===== src/rtl/ysyx_22040386_wbu_stage.sv =====
// MEM/WB boundary and write-back stage.
// A 2-entry skid buffer (head + skid) holds MEM results. The head entry is
// offered to the commit port and, on commit, written to the register file.
// An ebreak or illegal instruction halts the core until reset.
module ysyx_22040386_wbu_stage #(
  parameter int          XLEN   = 64,
  parameter int          CNT_W  = 64,
  parameter logic [31:0] EBREAK = 32'h00100073
) (
  input  logic             i_WB_clk,
  input  logic             i_WB_rst,
  input  logic             i_WB_valid,
  output logic             o_WB_ready,
  input  logic             i_WB_RegWrite,
  input  logic [4:0]       i_WB_reg_wr_addr,
  input  logic [XLEN-1:0]  i_WB_reg_wr_data,
  input  logic [63:0]      i_WB_pc,
  input  logic [31:0]      i_WB_inst,
  input  logic             i_WB_unkown_code,
  input  logic [XLEN-1:0]  i_WB_a0,
  output logic             o_WB_RegWrite,
  output logic [4:0]       o_WB_reg_wr_addr,
  output logic [XLEN-1:0]  o_WB_reg_wr_data,
  output logic             o_WB_commit_valid,
  input  logic             i_WB_commit_ready,
  output logic [63:0]      o_WB_commit_pc,
  output logic [31:0]      o_WB_commit_inst,
  output logic             o_WB_halt,
  output logic [XLEN-1:0]  o_WB_halt_code,
  output logic [CNT_W-1:0] o_WB_retire_cnt
);

  typedef enum logic {S_RUN = 1'b0, S_HALT = 1'b1} state_t;

  state_t           r_state, w_state_nxt;

  logic             r_head_v, r_head_rw, r_head_unk;
  logic [4:0]       r_head_addr;
  logic [XLEN-1:0]  r_head_data;
  logic [63:0]      r_head_pc;
  logic [31:0]      r_head_inst;

  logic             r_skid_v, r_skid_rw, r_skid_unk;
  logic [4:0]       r_skid_addr;
  logic [XLEN-1:0]  r_skid_data;
  logic [63:0]      r_skid_pc;
  logic [31:0]      r_skid_inst;

  logic [CNT_W-1:0] r_retire_cnt;
  logic [XLEN-1:0]  r_halt_code;

  logic w_run, w_accept, w_fire, w_halting, w_to_head;

  assign w_run      = (r_state == S_RUN);
  assign o_WB_ready = w_run & ~r_skid_v;
  assign w_accept   = i_WB_valid & o_WB_ready;
  assign w_fire     = r_head_v & w_run & i_WB_commit_ready;
  assign w_halting  = w_fire & ((r_head_inst == EBREAK) | r_head_unk);
  // New entries go to head when head is empty or leaving this cycle.
  assign w_to_head  = ~r_head_v | w_fire;

  assign o_WB_commit_valid = r_head_v & w_run;
  // Illegal instructions never update architectural state.
  assign o_WB_RegWrite     = w_fire & r_head_rw & (r_head_addr != 5'd0) & ~r_head_unk;
  assign o_WB_reg_wr_addr  = r_head_v ? r_head_addr : 5'd0;
  assign o_WB_reg_wr_data  = r_head_v ? r_head_data : '0;
  assign o_WB_commit_pc    = r_head_v ? r_head_pc   : 64'd0;
  assign o_WB_commit_inst  = r_head_v ? r_head_inst : 32'd0;
  assign o_WB_halt         = (r_state == S_HALT);
  assign o_WB_halt_code    = r_halt_code;
  assign o_WB_retire_cnt   = r_retire_cnt;

  // State register.
  always_ff @(posedge i_WB_clk) begin
    if (i_WB_rst) r_state <= S_RUN;
    else          r_state <= w_state_nxt;
  end

  // Next state: a committing ebreak/illegal instruction halts; HALT is absorbing.
  always_comb begin
    w_state_nxt = r_state;
    if (w_run && w_halting) w_state_nxt = S_HALT;
  end

  // Head slot: load from input or from skid; cleared by halt.
  always_ff @(posedge i_WB_clk) begin
    if (i_WB_rst) begin
      r_head_v    <= 1'b0;
      r_head_rw   <= 1'b0;
      r_head_unk  <= 1'b0;
      r_head_addr <= 5'd0;
      r_head_data <= '0;
      r_head_pc   <= 64'd0;
      r_head_inst <= 32'd0;
    end else if (w_halting) begin
      r_head_v    <= 1'b0;
    end else if (w_fire && r_skid_v) begin
      r_head_v    <= 1'b1;
      r_head_rw   <= r_skid_rw;
      r_head_unk  <= r_skid_unk;
      r_head_addr <= r_skid_addr;
      r_head_data <= r_skid_data;
      r_head_pc   <= r_skid_pc;
      r_head_inst <= r_skid_inst;
    end else if (w_accept && w_to_head) begin
      r_head_v    <= 1'b1;
      r_head_rw   <= i_WB_RegWrite;
      r_head_unk  <= i_WB_unkown_code;
      r_head_addr <= i_WB_reg_wr_addr;
      r_head_data <= i_WB_reg_wr_data;
      r_head_pc   <= i_WB_pc;
      r_head_inst <= i_WB_inst;
    end else if (w_fire) begin
      r_head_v    <= 1'b0;
    end
  end

  // Skid slot: catches an accept while head is held; drains into head on commit.
  always_ff @(posedge i_WB_clk) begin
    if (i_WB_rst) begin
      r_skid_v    <= 1'b0;
      r_skid_rw   <= 1'b0;
      r_skid_unk  <= 1'b0;
      r_skid_addr <= 5'd0;
      r_skid_data <= '0;
      r_skid_pc   <= 64'd0;
      r_skid_inst <= 32'd0;
    end else if (w_halting || w_fire) begin
      r_skid_v    <= 1'b0;
    end else if (w_accept && !w_to_head) begin
      r_skid_v    <= 1'b1;
      r_skid_rw   <= i_WB_RegWrite;
      r_skid_unk  <= i_WB_unkown_code;
      r_skid_addr <= i_WB_reg_wr_addr;
      r_skid_data <= i_WB_reg_wr_data;
      r_skid_pc   <= i_WB_pc;
      r_skid_inst <= i_WB_inst;
    end
  end

  // Retired count and halt code; unknown opcode takes priority over ebreak.
  always_ff @(posedge i_WB_clk) begin
    if (i_WB_rst) begin
      r_retire_cnt <= '0;
      r_halt_code  <= '0;
    end else begin
      if (w_fire) r_retire_cnt <= r_retire_cnt + 1'b1;
      if (w_halting) r_halt_code <= r_head_unk ? {XLEN{1'b1}} : i_WB_a0;
    end
  end

endmodule

===== config.mk =====
export PLATFORM = sky130hd
export DESIGN_NAME = ysyx_22040386_wbu_stage
export DESIGN_NICKNAME = d
export VERILOG_FILES = /design/src/rtl/ysyx_22040386_wbu_stage.sv
export SDC_FILE = /design/constraint.sdc
export NUM_CORES = 1
export LEC_CHECK = 0
export BUFFER_PORTS_ARGS = -buffer_cell sky130_fd_sc_hd__buf_2
export CORE_AREA = 2 2 206 208
export DETAILED_ROUTE_END_ITERATION = 12
export DIE_AREA = 0 0 208 210
export GPL_ROUTABILITY_DRIVEN = 0
export PLACE_DENSITY = 0.75
export RECOVER_POWER = 25
export SYNTH_ARGS = -nofsm -noshare
export SYNTH_HDL_FRONTEND = slang
export SYNTH_SLANG_ARGS = --single-unit

===== constraint.sdc =====
create_clock -name i_WB_clk -period 2.6 [get_ports i_WB_clk]
set_clock_uncertainty 0.2 [all_clocks]
set_input_delay 0.13 -clock i_WB_clk [delete_from_list [all_inputs] [get_ports i_WB_clk]]
set_output_delay 0.13 -clock i_WB_clk [all_outputs]
set_load 0.1 [all_outputs]

After elaboration in Yosys (flattened, before gate mapping):

Index checks and enable logic that the tools add are counted.
W data, S select, Z words.

* $add $sub $neg: 1
* equality and inequality tests: 1
* muxes and demuxes: 20
* bitwise gates (word level): 16
* reductions and logical operators: 13

Operators with widths (count)
* $mux W64: 7
* $mux W32: 3
* $add A64 B1 Y64 const B: 1
* $eq A32 B21 Y1 const B: 1
* $mux W5: 3
* $and A1 B1 Y1: 8
* $mux W1: 7
* $not A1 Y1: 6
* $reduce_bool A5 Y1: 1
* $logic_and A1 B1 Y1: 4
* $reduce_and A2 Y1: 2
* $reduce_or A2 Y1: 2
* $reduce_bool A3 Y1: 1
* $or A1 B1 Y1: 2
* $reduce_bool A2 Y1: 1
* $logic_not A1 Y1: 1
* $logic_or A1 B1 Y1: 1

* register bits: 465
* output and inout bits: 297
* word-level logic and storage cells: 68

Longest topological paths before layout:

* depth in word-level cells: 7
* mapped depth: 9
* gate-level depth less buffers: 6

Least setup slack after synthesis:

Ideal clock, no wire load.

* kind: register -> output
* from: register r_state, in the netlist o_WB_halt
* to: output o_WB_RegWrite
* arrival time: 5.786 ns
* data required time: 2.270 ns
* slack: -3.516 ns
* stages on the path, launching flop included: 3
* buffers on the path: 0
* path through: dfxtp_1 nand3b_4 a2111oi_0

* longest elaborated chain between the ends: 6

Ends and longest elaborated chain
* start: declaration: RTL line 35 `state_t r_state, w_state_nxt;`
* start signal: assignment: RTL line 76 `else r_state <= w_state_nxt;`
* $not A1 Y1: RTL line 54 `assign w_run = (r_state == S_RUN);`
* $and A1 B1 Y1 (2 in series): RTL line 57 `assign w_fire = r_head_v & w_run & i_WB_commit_ready;`
* $and A1 B1 Y1 (3 in series): RTL line 64 `assign o_WB_RegWrite = w_fire & r_head_rw & (r_head_addr != 5'd0) & ~r_head_unk;`
* end: declaration: RTL line 21 `output logic o_WB_RegWrite,`

Every way passes these cells.

Final worst setup path:

* from: register r_head_inst[4]
* to: register r_head_data[45]

* longest elaborated chain between the ends: 5

Ends and longest elaborated chain
* start: declaration: RTL line 41 `logic [31:0] r_head_inst;`
* start signal: assignment: RTL line 104 `r_head_inst <= r_skid_inst;`
* start signal: assignment: RTL line 112 `r_head_inst <= i_WB_inst;`
* $eq A32 B21 Y1: RTL line 58 `assign w_halting = w_fire & ((r_head_inst == EBREAK) | r_head_unk);`
* $or A1 B1 Y1: RTL line 58
* $and A1 B1 Y1: RTL line 58
* $not A1 Y1 (no source line)
* $reduce_and A2 Y1 (no source line)
* end signal: assignment: RTL line 102 `r_head_data <= r_skid_data;`
* end signal: assignment: RTL line 110 `r_head_data <= i_WB_reg_wr_data;`
* end: declaration: RTL line 39 `logic [XLEN-1:0] r_head_data;`

Every way passes these cells.
A chain may end at the register's enable or synchronous reset.

==> qor.yml <==
synth.most_common_cell: "dfxtp_1"
tightest_slew_ns: 1.42
pwr-share-clk: 0.371
synthesis.nets: 2662
row_count: 75
grt_first_pass_wirelength_mm: 118
post-route-min-period_ns: 2.51
cts_tree: "yes"
drt-initial-drc-count: 2394
muxShareOfSynthArea: 0.000978
syn-instance-count: 2426
yosys.area.top_type: "dfxtp_1"
grt_pass1_vias: 21300
grtUsageTotal: 0.329
p_leak_nw: 12.2
io_pins: 532
hold_viol: 0
postPlaceCellArea_um2: 25500
cp_max_fo: 34
min_path_cells: 4
die_w_um: 208
synth-seq-area-share: 0.455
synthFlopType: "dfxtp_1"
worstReg2RegStart: "r_head_inst[4]"
die_h_um: 210
regArea_um2: 9370
finalMaxSlewViolations: 0
layout-drive-gt1-share: 0.217
antenna_found_initial: 5
area_growth_pct: 45.8
num_vias: 22200
ctsLongestPathBuffers: 3
ys_warn_count: 0
cts.sink_count: 465
pwr-share-comb: 0.216
synthAdderAreaFrac: 0.000612
grt_max_degree: 153
hold_start: "i_WB_reg_wr_data[24]"
drc: 0
multi_input_area_um2: 9610
final_area_um2: 29800
fmax_mhz: 398
vias_per_cell: 6.03
synth.distinct_cells: 46
yosys.area.top_type_share: 0.455
p_per_area_nw_per_um2: 635
clockRootBuffer: "clkbuf_16"
status: "completed"
start_util: 0.493
crit_type: "flop to flop"
rr_worst_depth: 7
slew_headroom: 0.0564
hold_class: "primary input to flop"
antenna_left: 0
synth_top_family_by_area: "compound AO/OA/AOI/OAI gates"
crit_path_start_kind: "flop"
nNetsFinal: 3347
drt-total-wl_mm: 76.4
crit_path_end_kind: "flop"
vdd_drop_max_mv: 0.512
final_util: 0.719
max_cap_viol_count: 0
worstPathArrival_ns: 2.71
fin_crit_sh: 0.966
pwr-share-seq: 0.414
syn_area_per_cell_um2: 8.43
design.die.area_um2: 43700
ys_top_cells_by_count: "465 x dfxtp_1, 362 x nand2_1, 201 x a21oi_1"
synth-simple-area-share: 0.221
r2r_slack_ns: 0.09
r2r-end: "r_head_data[45]"
async_flop_share: 0
insertion_delay_ns: 0.59
wl_per_cell_um: 20.7
p_switching_w: 0.00586
synth.ff_latch_count: 465
h-tree-depth: 2
synthXorXnorAreaFrac: 0.0137
synth_compound_area_frac: 0.229
cp.required_ns: 2.80
holdPathEnd: "r_skid_data[24]"
place_hpwl_mm: 45.6
syn_area_um2: 20500
drt_first_pass_iters: 8
fill_cells: 2919
numCtsBuffers: 48
intPower_w: 0.0131
gr-total-overflow: 0
synthTopCellsByArea: "dfxtp_1 45%, a221oi_1 7.1%, nand2_1 6.6%, a211oi_1 6.1%, and3_1 5.4%"
finalPower_w: 0.0190
numPortBuffers: 531
synth-edff-count: 0
setup_viol: 0
core_area_um2: 41500
swShare: 0.309
path_clk_slew_ns: 0.06
## layout make-up
cell class,instances,area share
inverters,174,0.0219
repair buffers,877,0.265
well taps,539,0.0226
multi-input cells,1545,0.322
diodes,5,0.000419
clock inverters,18,0.00784
clock buffers,69,0.0456
flip-flops and latches,465,0.314
## power by group through the flow
stage | clock network (W) | registers (W) | logic (W)
floorplan | 0 | 0.00806 | 0.00224
finish | 0.00703 | 0.00784 | 0.00409
CTS | 0.00709 | 0.00781 | 0.00398
global placement | 0 | 0.00794 | 0.00358
detailed placement | 0 | 0.00796 | 0.00364
global route | 0.00739 | 0.00787 | 0.00427
## cells by family (layout without fill, tap and decap cells)
family,count (synthesis),after routing
and+or+nand+nor,873,875
AOI/OAI and AO/OA,635,635
DFF,465,465
buffers and inverters,418,1138
xor gates and xnor gates,32,32
muxes,2,2
adders and majority gates,1,1
other,0,5
## worst max-delay path: stages, from the launching register on
cell and delay [ns]:
dfxtp_1 0.39, nor4bb_2 0.38, nand4_1 0.16, buf_4 0.18, o211ai_4 0.32, and2_4 0.33
buf_12 0.23, a211oi_1 0.11
## placed cells by master (no fill, tap or decap), types with 44 or more instances in the layout
cell and instances:
clkbuf_16 50, o221a_2 64, nor2_1 44, buf_12 142, a21oi_1 201, buf_2 284, nand2_1 361, dfxtp_1 419
dfxtp_2 44, and3_1 175, and2_1 168, dlygate4sd3_1 274, clkbuf_1 141, a211oi_1 166, inv_1 173, a221oi_1 166
## repair_timing
action / 4_1_cts / 5_1_grt
hold endpoints to repair: 403 / 0
cloned: 0 / 4
hold buffers: 274 / 0
buffers inserted: 0 / 7
pin swaps: 0 / 3
endpoints found under the setup margin: 35 / 165
resized for setup: 4 / 8
## per-layer routing
layer,track usage,wire [µm],vias up
met5,0,0,-
met4,0.145,3820,0
met3,0.0742,7250,258
met2,0.553,36700,1323
met1,0.405,28600,10700
li1,-,-,9994
## state kept, by name (all words and copies together), names as in the netlist
register	flops
o_WB_halt	1
o_WB_halt_code	64
o_WB_retire_cnt	64
r_head_addr	5
r_head_data	64
r_head_inst	32
r_head_pc	64
r_head_rw	1
r_head_unk	1
r_head_v	1
r_skid_addr	5
r_skid_data	64
r_skid_inst	32
r_skid_pc	64
r_skid_rw	1
r_skid_unk	1
r_skid_v	1
## worst max path at each step
stage                     cells after the start  slack, ns           startpoint                   to
after detailed placement                      7       0.02      r_head_inst[10]      r_head_data[43]
final                                         7       0.09       r_head_inst[4]      r_head_data[45]
after CTS                                     6       0.02            o_WB_halt      r_skid_data[46]
after floorplan                               5      0.006  o_WB_retire_cnt[51]  o_WB_retire_cnt[56]
after global routing                          8      -0.04       r_head_inst[4]        r_head_pc[58]
after global placement                        7       0.11      r_head_inst[10]      r_head_data[60]
## per-stage QoR
| stage | setup TNS (ns) | hold slack, ns | instances | worst slack [ns] |
|---|---|---|---|---|
| floorplan | 0 | 0.0660 | 2426 | 0.00638 |
| global placement | 0 | 0.183 | 3315 | 0.107 |
| detailed placement | 0 | 0.189 | 3315 | 0.0199 |
| CTS | 0 | 0.106 | 3676 | 0.0209 |
| global route | -1.03 | 0.123 | 3691 | -0.0437 |
| finish | 0 | 0.140 | 3692 | 0.0897 |
(Power assumes the default switching activity.)
